$ cat config.mk
export PLATFORM = sky130hd
export DESIGN_NAME = serial_pattern_tx
export DESIGN_NICKNAME = d
export VERILOG_FILES = /design/src/rtl/serial_pattern_tx.sv
export SDC_FILE = /design/constraint.sdc
export NUM_CORES = 1
export LEC_CHECK = 0
export ABC_AREA = 0
export BUFFER_PORTS_ARGS = -buffer_cell sky130_fd_sc_hd__buf_2
export CORE_UTILIZATION = 49
export CTS_BUF_LIST = sky130_fd_sc_hd__clkbuf_16
export CTS_CLUSTER_DIAMETER = 150
export DETAILED_ROUTE_END_ITERATION = 6
export PLACE_DENSITY = 0.74
export REMOVE_ABC_BUFFERS = 1
export SLEW_MARGIN = 20
export SYNTH_ARGS = -nofsm -noshare
export SYNTH_HDL_FRONTEND = slang
export SYNTH_SLANG_ARGS = --single-unit
$ cat constraint.sdc
create_clock -name clock -period 1.75 [get_ports clock]
set_input_delay 0.175 -clock clock [delete_from_list [all_inputs] [get_ports clock]]
set_output_delay 0.175 -clock clock [all_outputs]
set_load 0.05 [all_outputs]
$ cat src/rtl/serial_pattern_tx.sv
// serial_pattern_tx: MSB-first parallel-to-serial shifter with
// back-to-back word chaining and an overlapping "101" detector.
//
// Ports:
//   clock     - single clock, rising-edge state updates
//   reset     - synchronous, active-high
//   data_in   - WIDTH-bit word to serialize
//   load      - data_in valid; taken on an edge where ready=1
//   ready     - a word can be accepted this cycle
//   out       - serial bit stream, MSB first
//   out_valid - out carries a stream bit this cycle
//   done      - pulse with the last bit of each word
//   exp_count - saturating count of "101" in the valid-bit stream
module serial_pattern_tx #(
   parameter int WIDTH = 8,
   parameter int CNT_W = 16
) (
   input  logic             clock,
   input  logic             reset,
   input  logic [WIDTH-1:0] data_in,
   input  logic             load,
   output logic             ready,
   output logic             out,
   output logic             out_valid,
   output logic             done,
   output logic [CNT_W-1:0] exp_count
);

   localparam int BC_W = $clog2(WIDTH) + 1;
   localparam logic [BC_W-1:0] LAST = BC_W'(WIDTH - 1);
   localparam logic [CNT_W-1:0] CNT_MAX = '1;

   if (WIDTH < 2) begin : g_bad_width
      $error("serial_pattern_tx: WIDTH must be >= 2");
   end

   typedef enum logic {
      IDLE,
      SHIFT
   } state_t;

   state_t           state;
   state_t           state_nx;
   logic [WIDTH-1:0] shreg;
   logic [WIDTH-1:0] shreg_nx;
   logic [BC_W-1:0]  bit_cnt;
   logic [BC_W-1:0]  bit_cnt_nx;
   logic [1:0]       hist;
   logic [1:0]       hist_nx;
   logic [CNT_W-1:0] cnt_nx;
   logic             last_bit;
   logic             hit;

   always_ff @(posedge clock) begin
      if (reset) begin
         state     <= IDLE;
         shreg     <= '0;
         bit_cnt   <= '0;
         hist      <= 2'b00;
         exp_count <= '0;
      end else begin
         state     <= state_nx;
         shreg     <= shreg_nx;
         bit_cnt   <= bit_cnt_nx;
         hist      <= hist_nx;
         exp_count <= cnt_nx;
      end
   end

   // Outputs depend only on state, shreg and bit_cnt, so load and
   // data_in never reach an output combinationally.
   always_comb begin
      state_nx   = state;
      shreg_nx   = shreg;
      bit_cnt_nx = bit_cnt;
      hist_nx    = hist;
      cnt_nx     = exp_count;
      ready      = 1'b0;
      out        = 1'b0;
      out_valid  = 1'b0;
      done       = 1'b0;
      last_bit   = 1'b0;
      hit        = 1'b0;

      unique case (state)
         IDLE: begin
            ready = 1'b1;
            if (load) begin
               shreg_nx   = data_in;
               bit_cnt_nx = '0;
               state_nx   = SHIFT;
            end
         end
         SHIFT: begin
            out       = shreg[WIDTH-1];
            out_valid = 1'b1;
            last_bit  = (bit_cnt == LAST);
            done      = last_bit;
            ready     = last_bit;

            // hist[1] is the older bit: "10" then a 1 closes "101".
            // History only moves on valid bits, so it spans words
            // and idle gaps.
            hit     = (hist == 2'b10) && out;
            hist_nx = {hist[0], out};
            if (hit && (exp_count != CNT_MAX)) begin
               cnt_nx = exp_count + 1'b1;
            end

            if (last_bit) begin
               // Chaining on the last bit keeps out_valid high with
               // no bubble between words.
               if (load) begin
                  shreg_nx   = data_in;
                  bit_cnt_nx = '0;
               end else begin
                  shreg_nx   = shreg << 1;
                  bit_cnt_nx = '0;
                  state_nx   = IDLE;
               end
            end else begin
               shreg_nx   = shreg << 1;
               bit_cnt_nx = bit_cnt + 1'b1;
            end
         end
      endcase
   end

endmodule

==> key figures, run 1 <==
Power
  • PwrDens: 822 nW/um2
  • Clock Power Share: 47.6%
  • Psw: 373 uW
  • Sw Share: 22.4%
  • Peak VDD IR: 0.643 mV
  • P_int: 1290 uW
  • Pleak: 0.000856 uW
  • Reg power frac: 44.7%
  • Comb power frac: 7.6%

Final layout
  • Nets: 241
  • Register area: 623 um2
  • Synth-to-layout area growth: 28.7%
  • Final core occ: 66.3%
  • Most common cell after layout, fill and taps aside: nor2_1
  • Layout cells sized above 1: 31.6%
  • Fillers: 259
  • Most frequent cells in the layout: 31 x nor2_1, 29 x dfxtp_1, 29 x buf_2
  • Post-route cell area: 2020 um2
  • # diodes: 0
  • Post-route insts no fill: 272
  • Area of the multi-input gates: 901 um2

Route
  • First-pass DRT Iterations: 4
  • Avg WL per Cell: 12.9 um
  • DRT antenna net count: 0
  • Total wire length: 3500 um
  • Detailed-route via count: 1,503
  • Drt first-iter violations: 103
  • DR vias/cell: 5.53
  • DRC viols: 0

Global routing
  • Total GRT Usage: 22.8%
  • Largest net degree at the start of global routing: 33
  • Number of global-route vias before repair: 1,438
  • Grt total ovfl: 0
  • Initial antenna violation count: 0
  • First-pass GRT wire length: 5900 um

STA
  • Slew Limit Fails: 0
  • Slew @ Worst Pin: 0.532 ns
  • Fin crit share: 96.8%
  • Setup ws final: 0.0558 ns
  • Clock skew: 0.00337 ns
  • Setup-failing EPs final: 0
  • RSZ-0062 raised after global routing: false
  • Min cycle time layout: 1.69 ns
  • Rel. slew slack: 64.6%
  • Final Hold Vio Count: 0
  • Max Freq: 590 MHz

Critical path
  • WS Path Type: flop to flop
  • Arr. time, crit path: 1.86 ns
  • Critical-path maximum fanout: 2
  • Startpoint types: flop
  • Req. time, crit path: 1.91 ns
  • Endpoint type of the worst setup path: flop

CTS
  • CTS Root Cell: clkbuf_16
  • CTS Buffer Depth: 2
  • TritonCTS clock tree: built
  • Hold Buf Count CTS: 0
  • Total clock sinks: 31
  • Worst-Skew Late Latency: 0.27 ns
  • Clock slew at reported path FFs: 0.05 ns
  • H-tree levels: 2
  • Cts bufs inserted: 5

Logic synthesis
  • Synthesized cell area: 1570 um2
  • Yosys cell types: 42
  • Top_reg_cell synth: dfxtp_1
  • Yosys reg bits: 31
  • EDFF count, synth: 0
  • Synth area leaders: dfxtp_1 39%, nor2_1 7.4%, a21oi_1 4.8%, nand2b_1 4.0%, o311a_1 3.8%
  • Post-Syn Area per Cell: 8.54 um2
  • Yosys Warn Count: 0
  • Synth area leader: dfxtp_1
  • Top cell type's share of synthesized area: 39.5%
  • Post-Syn Instances: 184
  • Ys async rst share: 0%
  • Seq/Total Area, Yosys: 39.5%

Floorplanning
  • Initial Util: 51.5%
  • Io pins: 31
  • Die W: 58.6 um
  • FP Rows: 20
  • Core Area: 3050 um2
  • Die area: 3440 um2
  • Die Y: 58.6 um

Place
  • Setup WS pre-CTS: 0.0115 ns
  • Port-buffer cells: 30
  • Dpl cell area: 1860 um2
  • Placer Congestion: 0.788
  • Inst Count DP: 265
  • Dpl hpwl: 2480 um

Run
  • Max Cap Viol: 0

Hold path
  • Worst hold path type: input port to flop

Outcome
  • Outcome: finished, final reports clean
-- worst max-delay path, cell delays in order, from the launching register on --
cell	delay (ns)
dfxtp_1	0.33
ha_2	0.19
and3_4	0.19
nand2_1	0.09
or4b_4	0.49
mux2_4	0.30
-- final timing paths --
path,startpoint,to,slack (ns),cells past startpoint
setup / recovery,exp_count[0],exp_count[12],0.06,5
hold / removal,data_in[0],shreg[0],0.17,3
setup reg to reg,exp_count[0],exp_count[12],0.06,5
hold reg to reg,exp_count[10],exp_count[10],0.49,2
-- timing repair --
item	in CTS	in global routing
setup buffers	0	0
pin swaps	0	0
resized for setup	2	9
endpoints found under the setup margin	1	9
-- per-layer routing --
| layer | vias to the layer above | global-route usage [%] | routed length [um] |
|---|---|---|---|
| met5 | - | 0 | 0 |
| met4 | 0 | 11.2 | 48 |
| met3 | 7 | 5.27 | 151 |
| met2 | 41 | 40.4 | 1720 |
| met1 | 700 | 25.5 | 1580 |
| li1 | 755 | - | - |
-- power by group through the flow --
stage / Sequential, uW / Clock, uW / Combinational [uW]
after floorplan: 763 / 0 / 69.2
after global routing: 746 / 838 / 141
final: 744 / 792 / 127
after detailed placement: 757 / 0 / 125
after CTS: 743 / 809 / 126
after global placement: 756 / 0 / 121
-- state kept, by name, summed over array words and instances, names as in the netlist --
signal and count:
bit_cnt 4, exp_count 16, hist 2, shreg 8, state 1
-- synthesized netlist by cell type (2+ instances only) --
| library cell | n |
|---|---|
| dfxtp_1 | 31 |
| nor2_1 | 31 |
| a21oi_1 | 15 |
| nand2b_1 | 10 |
| clkbuf_1 | 9 |
| or4_1 | 7 |
| nand3_1 | 6 |
| nor2b_1 | 6 |
| o311a_1 | 6 |
| inv_1 | 5 |
| mux2_2 | 5 |
| nand2_1 | 5 |
| o31ai_1 | 5 |
| mux2i_1 | 3 |
| nand4_1 | 3 |
| a211oi_1 | 2 |
| a21boi_1 | 2 |
| and2_1 | 2 |
| and3_1 | 2 |
| and4_1 | 2 |
| ha_1 | 2 |
| nor3b_1 | 2 |
| o21ai_0 | 2 |
| o41ai_1 | 2 |
| or2_1 | 2 |
-- final cells by class --
type                       count  area share (%)
inverter                       6            1.11
sequential                    31            30.8
multi-input combinational    136            44.5
timing repair buffer          48            14.2
tap                           44            2.72
clock inverter                 2           0.433
clock buffer                   5            6.18
-- kinds of logic after synthesis --
family / Yosys count / synth area share [%]
compound gates: 38 / 16.8
buf+inv: 17 / 4.62
mux: 9 / 6.45
simple gates: 86 / 30.5
flops: 31 / 39.5
xor+xnor: 1 / 0.557
fa+ha+maj: 2 / 1.59
-- per-stage QoR --
stage / hold slack (ns) / power (uW) / TNS [ns]
floorplan: 0.244 / 832 / -3.72
detailed placement: 0.445 / 882 / 0
CTS: 0.163 / 1680 / 0
global placement: 0.435 / 876 / 0
finish: 0.175 / 1660 / 0
global route: 0.205 / 1720 / 0
Note: power is estimated with default switching activity, not from simulation.
==> run 2, diff against run 1 <==
--- a/config.mk
+++ b/config.mk
@@ -7,6 +7,7 @@
 export LEC_CHECK = 0
 export ABC_AREA = 0
 export BUFFER_PORTS_ARGS = -buffer_cell sky130_fd_sc_hd__buf_2
+export CORE_MARGIN = 2
 export CORE_UTILIZATION = 49
 export CTS_BUF_LIST = sky130_fd_sc_hd__clkbuf_16
 export CTS_CLUSTER_DIAMETER = 150
==> key figures, run 2 (synthesized netlist as in run 1, its figures left out) <==
Place
  • Dpl hpwl: 2410 um
  • Placer Congestion: 0.813
  • Setup WS pre-CTS: 0.00242 ns
  • Port-buffer cells: 30

CTS
  • Hold Buf Count CTS: 0
  • H-tree levels: 2
  • TritonCTS clock tree: built
  • Clock slew at reported path FFs: 0.05 ns
  • Worst-Skew Late Latency: 0.27 ns
  • CTS Buffer Depth: 2
  • Total clock sinks: 31
  • CTS Root Cell: clkbuf_16
  • Cts bufs inserted: 5

Critical path
  • Reg2Reg Depth: 5
  • R2R Path Start: exp_count[0]
  • CP startpoint: exp_count[0]
  • CP max-delay cell: or4b_4
  • CP peak stage delay: 0.49 ns
  • Worst path top cell family by delay: simple AND/OR/NAND/NOR gates
  • Worst r2r dst: exp_count[12]
  • Req. time, crit path: 1.91 ns
  • R2R Setup Slk: 0.06 ns
  • CP bufs+invs: 0
  • Startpoint types: flop
  • WS Path Type: flop to flop
  • WP depth: 5
  • Critical-path maximum fanout: 2
  • Worst path cell trace: ha_1 -> and3_1 -> nand2_1 -> or4b_4 -> mux2_4
  • Endpoint type of the worst setup path: flop
  • Arr. time, crit path: 1.86 ns

Route
  • DR vias/cell: 5.50
  • Drt first-iter violations: 82
  • Avg WL per Cell: 12.8 um
  • First-pass DRT Iterations: 4
  • DRC viols: 0
  • Total wire length: 3450 um
  • Detailed-route via count: 1,486
  • DRT antenna net count: 0

Power
  • PwrDens: 836 nW/um2
  • Comb power frac: 7.4%
  • Sw Share: 22.7%
  • Clock Power Share: 48.0%
  • Peak VDD IR: 0.637 mV
  • P_int: 1290 uW
  • Reg power frac: 44.6%
  • Psw: 378 uW
  • Pleak: 0.000848 uW

Floorplanning
  • Initial Util: 51.5%
  • Io pins: 31
  • Die W: 60.6 um
  • Core Area: 3050 um2
  • FP Rows: 20
  • Die Y: 60.6 um
  • Die area: 3680 um2

Global routing
  • GRT Max-Usage Layer: met2
  • Initial antenna violation count: 0
  • Met2 usage: 35.2%
  • Met1 Use GR: 22.4%
  • Largest net degree at the start of global routing: 40
  • First-pass GRT wire length: 5540 um
  • Number of global-route vias before repair: 1,357
  • M3 GR Usage: 6.82%
  • Total GRT Usage: 20.5%
  • Grt total ovfl: 0

Hold path
  • Worst Hold Path EP: shreg[0]
  • Min-Delay Path Depth: 3
  • Hold path start: data_in[0]
  • Worst hold path type: input port to flop

Final layout
  • # diodes: 0
  • Nets: 238
  • Synth-to-layout area growth: 26.8%
  • Most common cell after layout, fill and taps aside: nor2_1
  • Max reg flops: 16
  • Top flop regs: exp_count x16, shreg x8, bit_cnt x4
  • Top reg by flops: exp_count
  • Layout cells sized above 1: 28.3%
  • Most frequent cells in the layout: 31 x nor2_1, 30 x dfxtp_1, 29 x buf_2

STA
  • Slew @ Worst Pin: 0.635 ns
  • Clock skew: 0.00312 ns
  • Final Hold Vio Count: 0
  • RSZ-0062 raised after global routing: true
  • Fin crit share: 96.7%
  • Setup ws final: 0.0583 ns
  • Rel. slew slack: 57.7%
  • Slew Limit Fails: 0
  • Min cycle time layout: 1.69 ns
  • Setup-failing EPs final: 0
  • Max Freq: 591 MHz
  • Setup TNS: 0 ns

Outcome
  • Outcome: finished, final reports clean

Run
  • Max Cap Viol: 0
[run 2: cell count changes in the layout (fill, tap and decap cells not counted)]
| cell | previous run | this run |
|---|---|---|
| and2_1 | 1 | 2 |
| and2_2 | 1 | 0 |
| and3_1 | 0 | 1 |
| and3_4 | 2 | 1 |
| buf_4 | 19 | 15 |
| clkbuf_4 | 0 | 1 |
| clkinv_1 | 1 | 2 |
| clkinv_2 | 1 | 0 |
| dfxtp_1 | 29 | 30 |
| dfxtp_2 | 2 | 1 |
| ha_1 | 1 | 2 |
| ha_2 | 1 | 0 |
| inv_1 | 5 | 6 |
[run 2: cell type report]
cell class / count / area [um2]
clock buffers: 5 / 125
clock inverters: 3 / 11.3
fillers: 292 / 1060
inverters: 6 / 22.5
multi-input cells: 136 / 892
flip-flops and latches: 31 / 622
well taps: 44 / 55.1
repair buffers: 45 / 265
[run 2: tightest hold or removal path, delay by kind of cell]
kind / cells / cell delay, ns
buffers and inverters: 1 / 0.08
AND/OR/NAND/NOR: 1 / 0.07
AO/OA/AOI/OAI: 1 / 0.06
[run 2: layer usage]
metal	share of wire (%)	up-vias	routed length, um
li1	-	750	-
met5	0	-	0
met4	1.7	0	59
met3	5.4	7	186
met2	51	42	1770
met1	41	687	1430
[run 2: what timing repair did]
item / in CTS / in global routing
resized for setup: 1 / 5
pin swaps: 0 / 0
setup endpoints to repair: 1 / 5
setup buffers: 0 / 0
[run 2: worst max-delay path by stage]
stage / endpoint / slack [ns]
after CTS: ready / 0.001
final: exp_count[12] / 0.06
after detailed placement: exp_count[7] / 0.002
after global routing: exp_count[12] / -0.01
after global placement: exp_count[7] / 0.04
after floorplan: exp_count[12] / -0.56
[run 2: power groups by stage]
| stage | Clock [uW] | Combinational, uW | Sequential (uW) |
|---|---|---|---|
| 3_5_place_dp | 0 | 123 | 757 |
| 4_1_cts | 818 | 123 | 742 |
| 3_3_place_gp | 0 | 118 | 755 |
| 6_report | 800 | 123 | 743 |
| 5_1_grt | 847 | 138 | 745 |
| 2_1_floorplan | 0 | 69.2 | 763 |
[run 2: stage by stage]
stage / utilization, % / area (um2) / hold WS [ns] / total power, uW / std cells
after floorplan: - / 1520 / 0.244 / 832 / 173
after global placement: 60.2 / 1840 / 0.430 / 873 / 262
after detailed placement: 60.2 / 1840 / 0.433 / 880 / 262
after CTS: 64.8 / 1980 / 0.148 / 1680 / 270
after global routing: 65.3 / 1990 / 0.162 / 1730 / 270
final: 65.3 / 1990 / 0.146 / 1670 / 270
==> run 3, diff against run 2 <==
--- a/config.mk
+++ b/config.mk
@@ -7,9 +7,10 @@
 export LEC_CHECK = 0
 export ABC_AREA = 0
 export BUFFER_PORTS_ARGS = -buffer_cell sky130_fd_sc_hd__buf_2
+export CORE_ASPECT_RATIO = 0.7
 export CORE_MARGIN = 2
 export CORE_UTILIZATION = 49
-export CTS_BUF_LIST = sky130_fd_sc_hd__clkbuf_16
+export CTS_BUF_LIST = sky130_fd_sc_hd__clkbuf_4 sky130_fd_sc_hd__clkbuf_8 sky130_fd_sc_hd__clkbuf_16
 export CTS_CLUSTER_DIAMETER = 150
 export DETAILED_ROUTE_END_ITERATION = 6
 export PLACE_DENSITY = 0.74
==> key figures, run 3 (synthesized netlist as in run 1, its figures left out) <==
Outcome
  • Outcome: finished, final reports clean

Floorplanning
  • Die W: 71.7 um
  • FP Rows: 17
  • Die Y: 51.4 um
  • Die area: 3680 um2
  • Io pins: 31
  • Initial Util: 50.6%
  • Core Area: 3110 um2

CTS
  • TritonCTS clock tree: built
  • CTS Root Cell: clkbuf_8
  • H-tree levels: 2
  • # Post-CTS Setup Buffers: 0
  • Clock slew at reported path FFs: 0.06 ns
  • Worst-Skew Late Latency: 0.28 ns
  • CTS Buffer Depth: 2
  • Cts bufs inserted: 5
  • Total clock sinks: 31

Route
  • Met2 wire length: 1720 um
  • DRC viols: 0
  • First-pass DRT Iterations: 4
  • Met1 Wirelength: 1710 um
  • DRT antenna net count: 0
  • WL met3: 230 um
  • Detailed-route via count: 1,533
  • Total wire length: 3720 um
  • DR vias/cell: 5.81
  • Avg WL per Cell: 14.1 um
  • Drt first-iter violations: 68
  • Top Layer Used: met4

Place
  • Dpl cell area: 1840 um2
  • Inst Count DP: 257
  • Port-buffer cells: 30
  • Placer Congestion: 0.871
  • Dpl hpwl: 2580 um

Critical path
  • WS Path Type: flop to flop
  • Endpoint type of the worst setup path: flop
  • R2R Setup Slk: 0.05 ns
  • Reg2Reg Depth: 5
  • Req. time, crit path: 1.92 ns
  • R2R Path Start: exp_count[1]
  • Arr. time, crit path: 1.87 ns
  • Critical-path maximum fanout: 2
  • Worst r2r dst: exp_count[12]
  • Startpoint types: flop

Global routing
  • Number of global-route vias before repair: 1,354
  • Largest net degree at the start of global routing: 40
  • Initial antenna violation count: 0
  • Total GRT Usage: 21.4%
  • Grt total ovfl: 0
  • First-pass GRT wire length: 6000 um

STA
  • Max Freq: 589 MHz
  • Slew Limit Fails: 0
  • Min cycle time layout: 1.70 ns
  • Rel. slew slack: 58.0%
  • Clock skew: 0.00391 ns
  • RSZ-0062 raised after global routing: false
  • Fin crit share: 97.1%
  • Setup-failing EPs final: 0
  • Final Hold Vio Count: 0
  • Slew @ Worst Pin: 0.629 ns

Final layout
  • Area of the multi-input gates: 905 um2
  • Top flop regs: exp_count x16, shreg x8, bit_cnt x4
  • Fillers: 260
  • Layout cells sized above 1: 31.9%
  • Register area: 623 um2
  • # diodes: 0
  • Post-route insts no fill: 264
  • Most frequent cells in the layout: 31 x nor2_1, 29 x dfxtp_1, 29 x buf_2
  • Nets: 239
  • Max reg flops: 16
  • Synth-to-layout area growth: 24.6%
  • Post-route cell area: 1960 um2
  • Most common cell after layout, fill and taps aside: nor2_1
  • Top reg by flops: exp_count

Hold path
  • Worst hold path type: input port to flop
  • Hold path start: data_in[0]
  • Min-Delay Path Depth: 3
  • Worst Hold Path EP: shreg[0]

Run
  • Max Cap Viol: 0

Power
  • Pleak: 0.000824 uW
  • PwrDens: 732 nW/um2
  • Peak VDD IR: 0.445 mV
## run 3: area by class of cell
class,count,area share (%)
Clock inverter,1,0.256
Inverter,6,1.15
Multi-Input combinational cell,136,46.2
Sequential cell,31,31.8
Tap cell,38,2.43
Clock buffer,6,4.22
Timing Repair Buffer,46,13.9
## run 3: worst max path at each step
stage                 start            end  slack [ns]  cells after the start
6_report       exp_count[1]  exp_count[12]        0.05                      5
5_1_grt        exp_count[0]  exp_count[12]      0.0008                      5
4_1_cts        exp_count[0]   exp_count[7]        0.02                      5
3_5_place_dp   exp_count[0]   exp_count[7]      -0.003                      5
3_3_place_gp   exp_count[0]   exp_count[7]        0.06                      5
2_1_floorplan         state  exp_count[12]       -0.56                      4
## run 3: what timing repair did
| action | CTS | global route |
|---|---|---|
| cloned | 0 | 0 |
| hold endpoints to repair | 0 | 0 |
| endpoints found under the setup margin | 2 | 9 |
| resized for setup | 3 | 9 |
| hold buffers | 0 | 0 |
## run 3: report_power, final
group          internal [uW]  switching, uW
sequential               728           13.5
clock                    308            258
combinational           50.3           75.9
## run 3: critical path: stages, from the launching register on
cell	delay, ns
dfxtp_1	0.34
ha_2	0.18
and3_4	0.18
nand2_1	0.08
or4b_4	0.49
mux2_4	0.30
## run 3: metrics by stage
step	total power [uW]	hold WS [ns]	setup WS (ns)	utilization [%]	TNS, ns
after detailed placement	879	0.447	-0.00257	59.2	-0.00257
after global placement	873	0.430	0.0641	59.2	0
after floorplan	832	0.244	-0.565	-	-3.72
after global routing	1490	0.167	0.000770	63.1	0
after CTS	1450	0.154	0.0227	62.3	0
final	1430	0.152	0.0515	63.1	0
## run 3: metal layers
layer | global-route usage, % | vias to the layer above
li1 | - | 756
met1 | 26.8 | 721
met2 | 32.6 | 47
met3 | 7.10 | 9
met4 | 11.6 | 0
met5 | 0 | -
